`src/rtl/xp_fifo_diag_pkg.sv`:
```
// Shared op and state encodings for the xp_fifo diagnostic sequencer.
// Pure declarations: no latency and no flow control.
package xp_fifo_diag_pkg;

   localparam int XP_WIDTH       = 246;
   localparam int XP_ASZ         = 6;
   localparam int XP_PWIDTH      = 14;
   localparam int XP_QUIESCE_CYC = 4;
   localparam int XP_TMO_CYC     = 255;

   localparam logic [1:0] OP_RD_ENTRY = 2'd0;
   localparam logic [1:0] OP_WR_ENTRY = 2'd1;
   localparam logic [1:0] OP_RD_PTR   = 2'd2;
   localparam logic [1:0] OP_WR_PTR   = 2'd3;

   localparam logic [2:0] IDLE   = 3'd0;
   localparam logic [2:0] FREEZE = 3'd1;
   localparam logic [2:0] ISSUE  = 3'd2;
   localparam logic [2:0] WAIT   = 3'd3;
   localparam logic [2:0] RESP   = 3'd4;

   // One-hot request vector, bit position equals the op code.
   function automatic logic [3:0] op_req(input logic [1:0] op);
      return 4'b0001 << op;
   endfunction

endpackage

```
`src/rtl/xp_diag_cnt.sv`:
```
// Loadable down-counter with zero flag. Load/decrement take effect next cycle;
// it saturates at zero and has no flow control.
module xp_diag_cnt #(
   parameter int W = 8
) (
   input  logic         clk,
   input  logic         reset,
   input  logic         load_i,
   input  logic [W-1:0] load_val_i,
   input  logic         dec_i,
   output logic         zero_o
);

   logic [W-1:0] cnt_q, cnt_d;

   always_comb begin
      cnt_d = cnt_q;
      if (load_i)
         cnt_d = load_val_i;
      else if (dec_i && cnt_q != '0)
         cnt_d = cnt_q - 1'b1;
   end

   always_ff @(posedge clk) begin
      if (reset)
         cnt_q <= '0;
      else
         cnt_q <= cnt_d;
   end

   assign zero_o = (cnt_q == '0);

endmodule

```
`src/rtl/xp_fifo_diag_ctl.sv`:
```
// Diag sequencer for xp_fifo: freeze traffic, run one cfg/pointer req/ack access, return one response.
// Accept-to-rsp latency is quiesce_cyc+2+ack cycles (2+ack while held); one command in flight, rsp held until rsp_drdy.
module xp_fifo_diag_ctl
   import xp_fifo_diag_pkg::*;
#(
   parameter int width       = XP_WIDTH,
   parameter int asz         = XP_ASZ,
   parameter int pwidth      = XP_PWIDTH,
   parameter int quiesce_cyc = XP_QUIESCE_CYC,
   parameter int tmo_cyc     = XP_TMO_CYC
) (
   input  logic              clk,
   input  logic              reset,
   input  logic              cmd_srdy,
   output logic              cmd_drdy,
   input  logic [1:0]        cmd_op,
   input  logic              cmd_hold,
   input  logic [asz-1:0]    cmd_addr,
   input  logic [width-1:0]  cmd_data,
   output logic              rsp_srdy,
   input  logic              rsp_drdy,
   output logic [width-1:0]  rsp_data,
   output logic              rsp_err,
   output logic              enqEn,
   output logic              deqEn,
   output logic [asz-1:0]    cfg_addr,
   output logic              cfg_rd_req,
   output logic              cfg_wr_req,
   output logic [width-1:0]  cfg_wr_data,
   input  logic              cfg_rd_ack,
   input  logic [width-1:0]  cfg_rd_data,
   input  logic              cfg_wr_ack,
   output logic              fifo_ptr_rd_req,
   input  logic              fifo_ptr_rd_ack,
   input  logic [pwidth-1:0] fifo_ptr_rd_data,
   output logic              fifo_ptr_wr_req,
   input  logic              fifo_ptr_wr_ack,
   output logic [pwidth-1:0] fifo_ptr_wr_data,
   output logic              frozen
);

   localparam logic [7:0] QUIESCE_LD = 8'(quiesce_cyc - 1);
   localparam logic [7:0] TMO_LD     = 8'(tmo_cyc - 1);

   logic [2:0]        state_q, state_d;
   logic [1:0]        op_q, op_d;
   logic              hold_cmd_q, hold_cmd_d;
   logic              hold_q, hold_d;
   logic              ack_pend_q, ack_pend_d;
   logic [3:0]        req_q, req_d;
   logic              cmd_drdy_q, cmd_drdy_d;
   logic              rsp_srdy_q, rsp_srdy_d;
   logic              rsp_err_q, rsp_err_d;
   logic              en_q, en_d;
   logic              frozen_q, frozen_d;
   logic [width-1:0]  rsp_data_q, rsp_data_d;
   logic [width-1:0]  wr_data_q, wr_data_d;
   logic [asz-1:0]    addr_q, addr_d;
   logic [pwidth-1:0] ptr_wr_q, ptr_wr_d;
   logic [width-1:0]  rd_sel;
   logic              ack_match;
   logic              qz_load, qz_dec, qz_zero;
   logic              tmo_load, tmo_dec, tmo_zero;

   xp_diag_cnt #(.W(8)) u_quiesce (
      .clk        (clk),
      .reset      (reset),
      .load_i     (qz_load),
      .load_val_i (QUIESCE_LD),
      .dec_i      (qz_dec),
      .zero_o     (qz_zero)
   );

   xp_diag_cnt #(.W(8)) u_tmo (
      .clk        (clk),
      .reset      (reset),
      .load_i     (tmo_load),
      .load_val_i (TMO_LD),
      .dec_i      (tmo_dec),
      .zero_o     (tmo_zero)
   );

   always_comb begin
      ack_match = 1'b0;
      rd_sel    = '0;
      case (op_q)
         OP_RD_ENTRY: begin
            ack_match = cfg_rd_ack;
            rd_sel    = cfg_rd_data;
         end
         OP_WR_ENTRY: ack_match = cfg_wr_ack;
         OP_RD_PTR: begin
            ack_match = fifo_ptr_rd_ack;
            rd_sel    = {{(width-pwidth){1'b0}}, fifo_ptr_rd_data};
         end
         default:     ack_match = fifo_ptr_wr_ack;
      endcase
   end

   always_comb begin
      state_d    = state_q;
      op_d       = op_q;
      hold_cmd_d = hold_cmd_q;
      hold_d     = hold_q;
      ack_pend_d = ack_pend_q;
      req_d      = req_q;
      cmd_drdy_d = cmd_drdy_q;
      rsp_srdy_d = rsp_srdy_q;
      rsp_err_d  = rsp_err_q;
      rsp_data_d = rsp_data_q;
      en_d       = en_q;
      frozen_d   = frozen_q;
      addr_d     = addr_q;
      wr_data_d  = wr_data_q;
      ptr_wr_d   = ptr_wr_q;
      qz_load    = 1'b0;
      qz_dec     = 1'b0;
      tmo_load   = 1'b0;
      tmo_dec    = 1'b0;
      case (state_q)
         IDLE: begin
            cmd_drdy_d = 1'b1;
            if (cmd_drdy_q && cmd_srdy) begin
               op_d       = cmd_op;
               hold_cmd_d = cmd_hold;
               addr_d     = cmd_addr;
               if (cmd_op == OP_WR_ENTRY) wr_data_d = cmd_data;
               if (cmd_op == OP_WR_PTR)   ptr_wr_d  = cmd_data[pwidth-1:0];
               cmd_drdy_d = 1'b0;
               // Traffic is already frozen by a previous held command: skip quiesce.
               if (hold_q) begin
                  state_d = ISSUE;
                  req_d   = op_req(cmd_op);
               end else begin
                  state_d  = FREEZE;
                  en_d     = 1'b0;
                  frozen_d = 1'b1;
                  qz_load  = 1'b1;
               end
            end
         end
         FREEZE: begin
            if (qz_zero) begin
               state_d = ISSUE;
               req_d   = op_req(op_q);
            end else begin
               qz_dec = 1'b1;
            end
         end
         ISSUE: begin
            tmo_load = 1'b1;
            state_d  = WAIT;
            // An ack coincident with the rising req is remembered so WAIT lasts one cycle.
            if (ack_match) begin
               ack_pend_d = 1'b1;
               rsp_data_d = rd_sel;
            end
         end
         WAIT: begin
            if (ack_pend_q || ack_match || tmo_zero) begin
               req_d      = '0;
               rsp_srdy_d = 1'b1;
               ack_pend_d = 1'b0;
               rsp_err_d  = !(ack_pend_q || ack_match);
               state_d    = RESP;
               if (!ack_pend_q) rsp_data_d = ack_match ? rd_sel : '0;
            end else begin
               tmo_dec = 1'b1;
            end
         end
         RESP: begin
            if (rsp_drdy) begin
               rsp_srdy_d = 1'b0;
               hold_d     = hold_cmd_q;
               cmd_drdy_d = 1'b1;
               state_d    = IDLE;
               if (!hold_cmd_q) begin
                  en_d     = 1'b1;
                  frozen_d = 1'b0;
               end
            end
         end
         default: state_d = IDLE;
      endcase
   end

   always_ff @(posedge clk) begin
      if (reset) begin
         state_q    <= IDLE;
         op_q       <= OP_RD_ENTRY;
         hold_cmd_q <= 1'b0;
         hold_q     <= 1'b0;
         ack_pend_q <= 1'b0;
         req_q      <= '0;
         cmd_drdy_q <= 1'b0;
         rsp_srdy_q <= 1'b0;
         rsp_err_q  <= 1'b0;
         rsp_data_q <= '0;
         en_q       <= 1'b1;
         frozen_q   <= 1'b0;
         addr_q     <= '0;
         wr_data_q  <= '0;
         ptr_wr_q   <= '0;
      end else begin
         state_q    <= state_d;
         op_q       <= op_d;
         hold_cmd_q <= hold_cmd_d;
         hold_q     <= hold_d;
         ack_pend_q <= ack_pend_d;
         req_q      <= req_d;
         cmd_drdy_q <= cmd_drdy_d;
         rsp_srdy_q <= rsp_srdy_d;
         rsp_err_q  <= rsp_err_d;
         rsp_data_q <= rsp_data_d;
         en_q       <= en_d;
         frozen_q   <= frozen_d;
         addr_q     <= addr_d;
         wr_data_q  <= wr_data_d;
         ptr_wr_q   <= ptr_wr_d;
      end
   end

   assign cmd_drdy         = cmd_drdy_q;
   assign rsp_srdy         = rsp_srdy_q;
   assign rsp_data         = rsp_data_q;
   assign rsp_err          = rsp_err_q;
   assign enqEn            = en_q;
   assign deqEn            = en_q;
   assign frozen           = frozen_q;
   assign cfg_addr         = addr_q;
   assign cfg_wr_data      = wr_data_q;
   assign fifo_ptr_wr_data = ptr_wr_q;
   assign cfg_rd_req       = req_q[OP_RD_ENTRY];
   assign cfg_wr_req       = req_q[OP_WR_ENTRY];
   assign fifo_ptr_rd_req  = req_q[OP_RD_PTR];
   assign fifo_ptr_wr_req  = req_q[OP_WR_PTR];

endmodule

```
`config.mk`:
```
export PLATFORM = sky130hd
export DESIGN_NAME = xp_fifo_diag_ctl
export DESIGN_NICKNAME = d
export VERILOG_FILES = /design/src/rtl/xp_fifo_diag_pkg.sv /design/src/rtl/xp_diag_cnt.sv /design/src/rtl/xp_fifo_diag_ctl.sv
export SDC_FILE = /design/constraint.sdc
export NUM_CORES = 1
export LEC_CHECK = 0
export BUFFER_PORTS_ARGS = -buffer_cell sky130_fd_sc_hd__buf_2
export CAP_MARGIN = 20
export CORE_AREA = 2 2 408 410
export DETAILED_ROUTE_END_ITERATION = 12
export DIE_AREA = 0 0 410 412
export PLACE_DENSITY = 0.37
export SLEW_MARGIN = 20
export SYNTH_ARGS = -nofsm -noshare
export SYNTH_HDL_FRONTEND = slang
export SYNTH_SLANG_ARGS = --single-unit
```
`constraint.sdc`:
```
create_clock -name clk -period 5.2 [get_ports clk]
set_clock_uncertainty 0.15 [all_clocks]
set_input_delay 0.78 -clock clk [delete_from_list [all_inputs] [get_ports clk]]
set_output_delay 0.78 -clock clk [all_outputs]
set_load 0.05 [all_outputs]
```
==> results.toml, run 1 <==
[run_status]
status = "completed"

[die]
dieArea_mm2 = 0.169
core_area_mm2 = 0.164
start_util_pct = 12.6
die_h_um = 412
std_cell_rows = 149
pin_count = 1045
die_x_um = 410

[global_routing]
grt_use_met3_pct = 4.10
grt_overflow = 0
grt_first_pass_wirelength_um = 153000
use_met1_pct = 14.1
grtUsageTotal_pct = 12.6
antenna_found_initial = 39
grt_max_degree = 127
busiest_layer = "met2"
grt_use_met2_pct = 22.4
grt_pass1_vias = 20100

[setup_path]
r2r-start = "state_q[2]$_SDFFE_PP0P_"
reg2reg_to = "rsp_data[5]$_SDFFE_PP0P_"
arrival_ns = 3.34
cp.required_ns = 5.63
end_kind = "register"
path_class = "reg2reg"
rrSetupSlack_ns = 2.29
crit_fanout = 18
r2r_cells = 4
worst_setup_path_start_kind = "register"

[timing]
finalHoldViolCount = 0
fin_crit_ns = 2.91
max_freq_mhz = 344
hold_ws_ns = 0.200
drv_slew = 0
finalSetupTns_ns = 0
setup-violations-final = 0
fin_crit_sh_pct = 55.9
worst_slew_pin_slew_ns = 0.981
rsz0062_at_grt = "no"
maxSlewHeadroom_pct = 34.6

[flow_run]
maxCapViolCount = 0

[cells_and_area]
fill_cells = 18700
multi_input_area_mm2 = 0.00896
nets = 3924
drive_gt1_share_pct = 35.4
area_growth_pct = 48.8
fin_cells = 5653
regArea_mm2 = 0.0109
final_cell_area_mm2 = 0.0307

[logic_synthesis]
synth_ff_type = "dfxtp_1"
synth_cell_types = 60
synthCells = 2430
synth_edf_count = 0
syn_area_mm2 = 0.0206
ys_seq_area_share_pct = 52.9
yosysWarnings = 0
synth_fp_nets = 2956
async_reset_ff_share_pct = 0
synth_area_per_cell_um2 = 8.48
ys_ff_latch = 545

[route]
first_iter_violations = 895
dr.pass1.iters = 5
wl_per_cell_um = 19.8
drc_errors = 0
route.vias.total = 20500
viasPerCell = 3.62
ant_nets = 0
wirelength_um = 112000

[place]
hpwl_um = 87900
place_area_mm2 = 0.0283
gp_congestion = 0.800
io_buffers = 1044
dpl.cell_count = 5513

[power_and_ir_drop]
leakagePower_nw = 14.9
p_sw_mw = 3.24
seqPwrFrac_pct = 39.9
p_per_area_mw_per_mm2 = 359
swShare_pct = 29.5
clkPwrFrac_pct = 46.4
vdd_drop_max_mv = 0.201
comb_power_share_pct = 13.7
p_int_mw = 7.76

[clock_tree]
cts.sinks = 545
cts_post_setup_buffers_inserted = 0
clkTransAtPathRegs_ns = 0.06
cts_tree = "built"
cts-root-buf = "clkbuf_16"
cts_hold_buffers = 0
htreeDepth = 3
cts.path.max_buffers = 3
cts_resized = 0
clk_latency_ns = 0.66
cts_buffers = 72

[worst_hold_path]
hold_path.class = "in2reg"
min_delay_path_depth = 3
min_from = "cmd_data[27]"
holdPathEnd = "cfg_wr_data[27]$_SDFFE_PP0P_"
registers in the layout, summed over array words and instances, names as in the netlist, 2 cells and up:
signal,count
cfg_addr,6
cfg_wr_data,246
u_quiesce.cnt_q,8
state_q,3
op_q,2
req_q,4
u_tmo.cnt_q,8
fifo_ptr_wr_data,14
rsp_data,246
routing by layer:
metal	up-vias	routed length [um]
met1	9678	44300
met3	170	8300
met5	-	341
met4	54	2630
li1	9890	-
met2	690	56200
worst max-delay path, cell delays in order (launching register included):
cell and delay (ns):
dfxtp_1 0.70, and3b_1 0.44, a211oi_4 0.83, nand2_1 0.44, mux2i_1 0.23
layout make-up:
type / count / area share, %
Sequential cell: 545 / 35.6
Multi-Input combinational cell: 1695 / 29.2
Timing Repair Buffer: 1076 / 18.3
Tap cell: 2189 / 8.93
Clock buffer: 111 / 7.02
Clock inverter: 16 / 0.710
Inverter: 8 / 0.122
Antenna cell: 13 / 0.106
worst max path at each step:
stage	slack, ns	cells after the start	to	startpoint
global placement	1.96	6	rsp_data[83]$_SDFFE_PP0P_	fifo_ptr_wr_ack
global route	2.03	5	rsp_data[242]$_SDFFE_PP0P_	state_q[2]$_SDFFE_PP0P_
floorplan	2.86	8	rsp_data[100]$_SDFFE_PP0P_	reset
finish	2.29	4	rsp_data[5]$_SDFFE_PP0P_	state_q[2]$_SDFFE_PP0P_
CTS	2.15	6	rsp_data[111]$_SDFFE_PP0P_	op_q[0]$_SDFFE_PP0P_
detailed placement	1.92	6	rsp_data[32]$_SDFFE_PP0P_	fifo_ptr_wr_ack
cells by family (layout without fill, tap and decap cells):
group           count (synthesis)  in the layout  synth area share (%)
buf+inv                       190           1211                  3.87
compound gates                312            312                  8.19
fa+ha+maj                       3              3                 0.182
simple gates                 1090           1090                  20.6
xor+xnor                        6              6                 0.255
flops                         545            545                  52.9
other cells                     0             13                     0
mux                           284            284                  13.9
Yosys cell counts (3+ instances only):
cell,number,share of area (%)
buf_4,5,0.18
clkbuf_1,126,2.3
nor2_1,29,0.53
a211oi_1,4,0.15
nand2_1,1013,18
buf_2,47,1.1
nand4_1,3,0.091
nand2b_1,5,0.15
or2_2,3,0.091
nor3b_1,3,0.11
inv_1,7,0.13
dfxtp_1,545,53
ha_1,3,0.18
a21oi_1,265,6.4
o21ai_0,6,0.15
buf_1,3,0.055
or4_1,4,0.15
a311oi_1,4,0.17
o31ai_1,4,0.15
nor2b_1,3,0.091
a31oi_1,7,0.21
mux2i_1,267,13
xor2_1,5,0.21
mux2_2,15,0.82
nor3_1,8,0.19
power groups by stage:
stage | registers (mW) | clock network, mW | logic (mW)
2_1_floorplan | 4.86 | 0 | 0.522
3_3_place_gp | 4.48 | 0 | 1.54
3_5_place_dp | 4.49 | 0 | 1.54
4_1_cts | 4.40 | 5.35 | 1.54
5_1_grt | 4.41 | 5.47 | 1.62
6_report | 4.39 | 5.10 | 1.51
cell usage in the layout (no fill, tap or decap), types with 3 or more instances in the layout:
cell	count
diode_2	13
nor2_1	29
mux2i_1	267
a311oi_1	4
a31oi_1	7
clkbuf_1	22
a21oi_1	265
clkinv_2	8
or4_1	4
nand2b_1	5
dfxtp_1	544
clkbuf_16	75
xor2_1	5
inv_1	7
nand4_1	3
bufinv_16	3
clkinv_8	3
buf_2	1043
buf_12	11
or2_2	3
o31ai_1	4
ha_1	3
nor2b_1	3
clkbuf_8	14
nor3_1	7
nand2_1	1013
buf_4	21
o21ai_0	6
mux2_2	15
per-stage QoR:
step / setup slack, ns / util [%] / total power, mW
final: 2.29 / 18.7 / 11.0
after global routing: 2.03 / 18.7 / 11.5
after CTS: 2.15 / 18.7 / 11.3
after floorplan: 2.86 / - / 5.38
after detailed placement: 1.92 / 17.2 / 6.02
after global placement: 1.96 / 17.2 / 6.02
Power figures use the tool's default switching activity.
==> run 2: changes to the inputs <==
Settings changed: PLACE_DENSITY 0.37 to 0.38.
Clock period 5.2 ns to 2.5 ns, I/O delays scaled along.
==> run 2 against run 1 <==
  * Die area unchanged
  * First-iteration DRC count increased by 26%
  * Worst hold slack got worse by 0.11 ns
  * Combinational power increased to 2.7 times the previous value
  * Maximum frequency increased by 21%
  * Utilization increased by 3.6 points
  * Global-route usage increased by 0.39 points
  * Sequential power increased by 110%
  * Non-clock buffer count increased by 567
  * Critical path depth increased by 2
  * Cell area increased by 19%
  * Critical path type unchanged
  * Critical endpoint is now rsp_data[9]$_SDFFE_PP0P_
  * Largest power group unchanged
  * Highest routed layer unchanged
==> results.toml, run 2 (synthesis results as in run 1) <==
[cells_and_area]
final_core_util_pct = 22.2
drive_gt1_share_pct = 32.4
area_growth_pct = 77.1
fin_cells = 6221
nets = 4493
final_common_cell = "buf_2"
final_cell_mix = "buf_2, nand2_1, dfxtp_1"
final_cell_area_mm2 = 0.0365

[setup_path]
end_kind = "register"
path_class = "reg2reg"
worst_setup_path_start_kind = "register"
cp.required_ns = 2.85
rrSetupSlack_ns = 0.11
arrival_ns = 2.75
crit_fanout = 29

[global_routing]
grt_first_pass_wirelength_um = 159000
antenna_found_initial = 25
grt_overflow = 0
grtUsageTotal_pct = 13.0
grt_max_degree = 115
grt_pass1_vias = 22500

[die]
pin_count = 1045
std_cell_rows = 149
dieArea_mm2 = 0.169
core_area_mm2 = 0.164
start_util_pct = 12.6
die_x_um = 410
die_h_um = 412

[route]
first_iter_violations = 1129
route.vias.total = 22500
dr.pass1.iters = 5
wl_per_cell_um = 18.5
ant_nets = 0
viasPerCell = 3.61
drc_errors = 0
wirelength_um = 115000

[timing]
setup_slack_ns = 0.107
worst_slew_pin_slew_ns = 0.642
max_freq_mhz = 418
rsz0062_at_grt = "no"
setup-violations-final = 0
fin_crit_sh_pct = 95.7
fin_crit_ns = 2.39
finalHoldViolCount = 0
maxSlewHeadroom_pct = 57.2
drv_slew = 0

[place]
place_area_mm2 = 0.0289
gp_congestion = 0.831
dpl.cell_count = 5577
io_buffers = 1044
hpwl_um = 91000
preCtsSetupSlack_ns = -0.286

[clock_tree]
cts_tree = "built"
htreeDepth = 3
cts_buffers = 73
cts.path.max_buffers = 3
clk_latency_ns = 0.64
cts.sinks = 545
clkTransAtPathRegs_ns = 0.05
cts-root-buf = "clkbuf_16"

[run_status]
status = "completed"

[power_and_ir_drop]
leakagePower_nw = 17.4
vdd_drop_max_mv = 0.487
finalPower_mw = 24.1
p_per_area_mw_per_mm2 = 661

[worst_hold_path]
hold_path.class = "in2reg"

[flow_run]
maxCapViolCount = 0
## run 2: cell count changes in the layout (fill, tap and decap cells not counted), moves of 2 or more
cell / before / now
clkinvlp_4: 0 / 2
diode_2: 13 / 7
dlygate4sd3_1: 0 / 499
clkbuf_1: 22 / 15
clkbuf_8: 14 / 24
buf_4: 21 / 75
buf_12: 11 / 25
## run 2: what timing repair did
item	CTS	global route
gates cloned	1	0
hold endpoints to repair	516	0
hold buffers	499	0
resized for setup	2	1
setup buffers	4	0
setup endpoints to repair	215	2
## run 2: cell type report
type / instances / area (um^2)
fill: 18300 / 128000
timing repair buffer: 1643 / 11300
sequential: 545 / 10900
multi-input combinational: 1696 / 8970
tap: 2189 / 2740
clock buffer: 115 / 2290
clock inverter: 18 / 244
inverter: 8 / 37.5
antenna: 7 / 17.5
## run 2: worst max-delay path, stage by stage (launching register included)
cell and delay [ns]:
dfxtp_1 0.34, or4_4 0.57, nor4_1 0.45, o21ai_4 0.10, buf_12 0.17, buf_12 0.24, mux2i_1 0.14
## run 2: final timing paths
| check | from | to | cells past startpoint |
|---|---|---|---|
| max | u_tmo.cnt_q[3]$_SDFFE_PP0P_ | rsp_data[9]$_SDFFE_PP0P_ | 6 |
| min | cmd_srdy | op_q[1]$_SDFFE_PP0P_ | 5 |
| max reg2reg | u_tmo.cnt_q[3]$_SDFFE_PP0P_ | rsp_data[9]$_SDFFE_PP0P_ | 6 |
| min reg2reg | cfg_wr_data[76]$_SDFFE_PP0P_ | cfg_wr_data[76]$_SDFFE_PP0P_ | 2 |
## run 2: through the flow
step           TNS, ns  hold slack (ns)
2_1_floorplan        0            0.294
3_3_place_gp    -37.93            0.289
3_5_place_dp    -42.62            0.293
4_1_cts              0           0.0102
5_1_grt              0           0.0785
6_report             0           0.0945
## run 2: where the power goes
part / internal [mW] / switching, mW
Sequential: 8.96 / 0.169
Combinational: 1.56 / 2.45
Clock: 6.71 / 4.29
## run 2: layer usage
layer  up-vias  global-route usage, %  share of wire [%]  wire length, um
li1      11000                      -                  -                -
met1     10400                   14.5                 39            44900
met2       804                   22.3                 49            55900
met3       180                   4.06                7.4             8500
met4        18                   6.09                4.9             5690
met5         -                      0               0.11              126
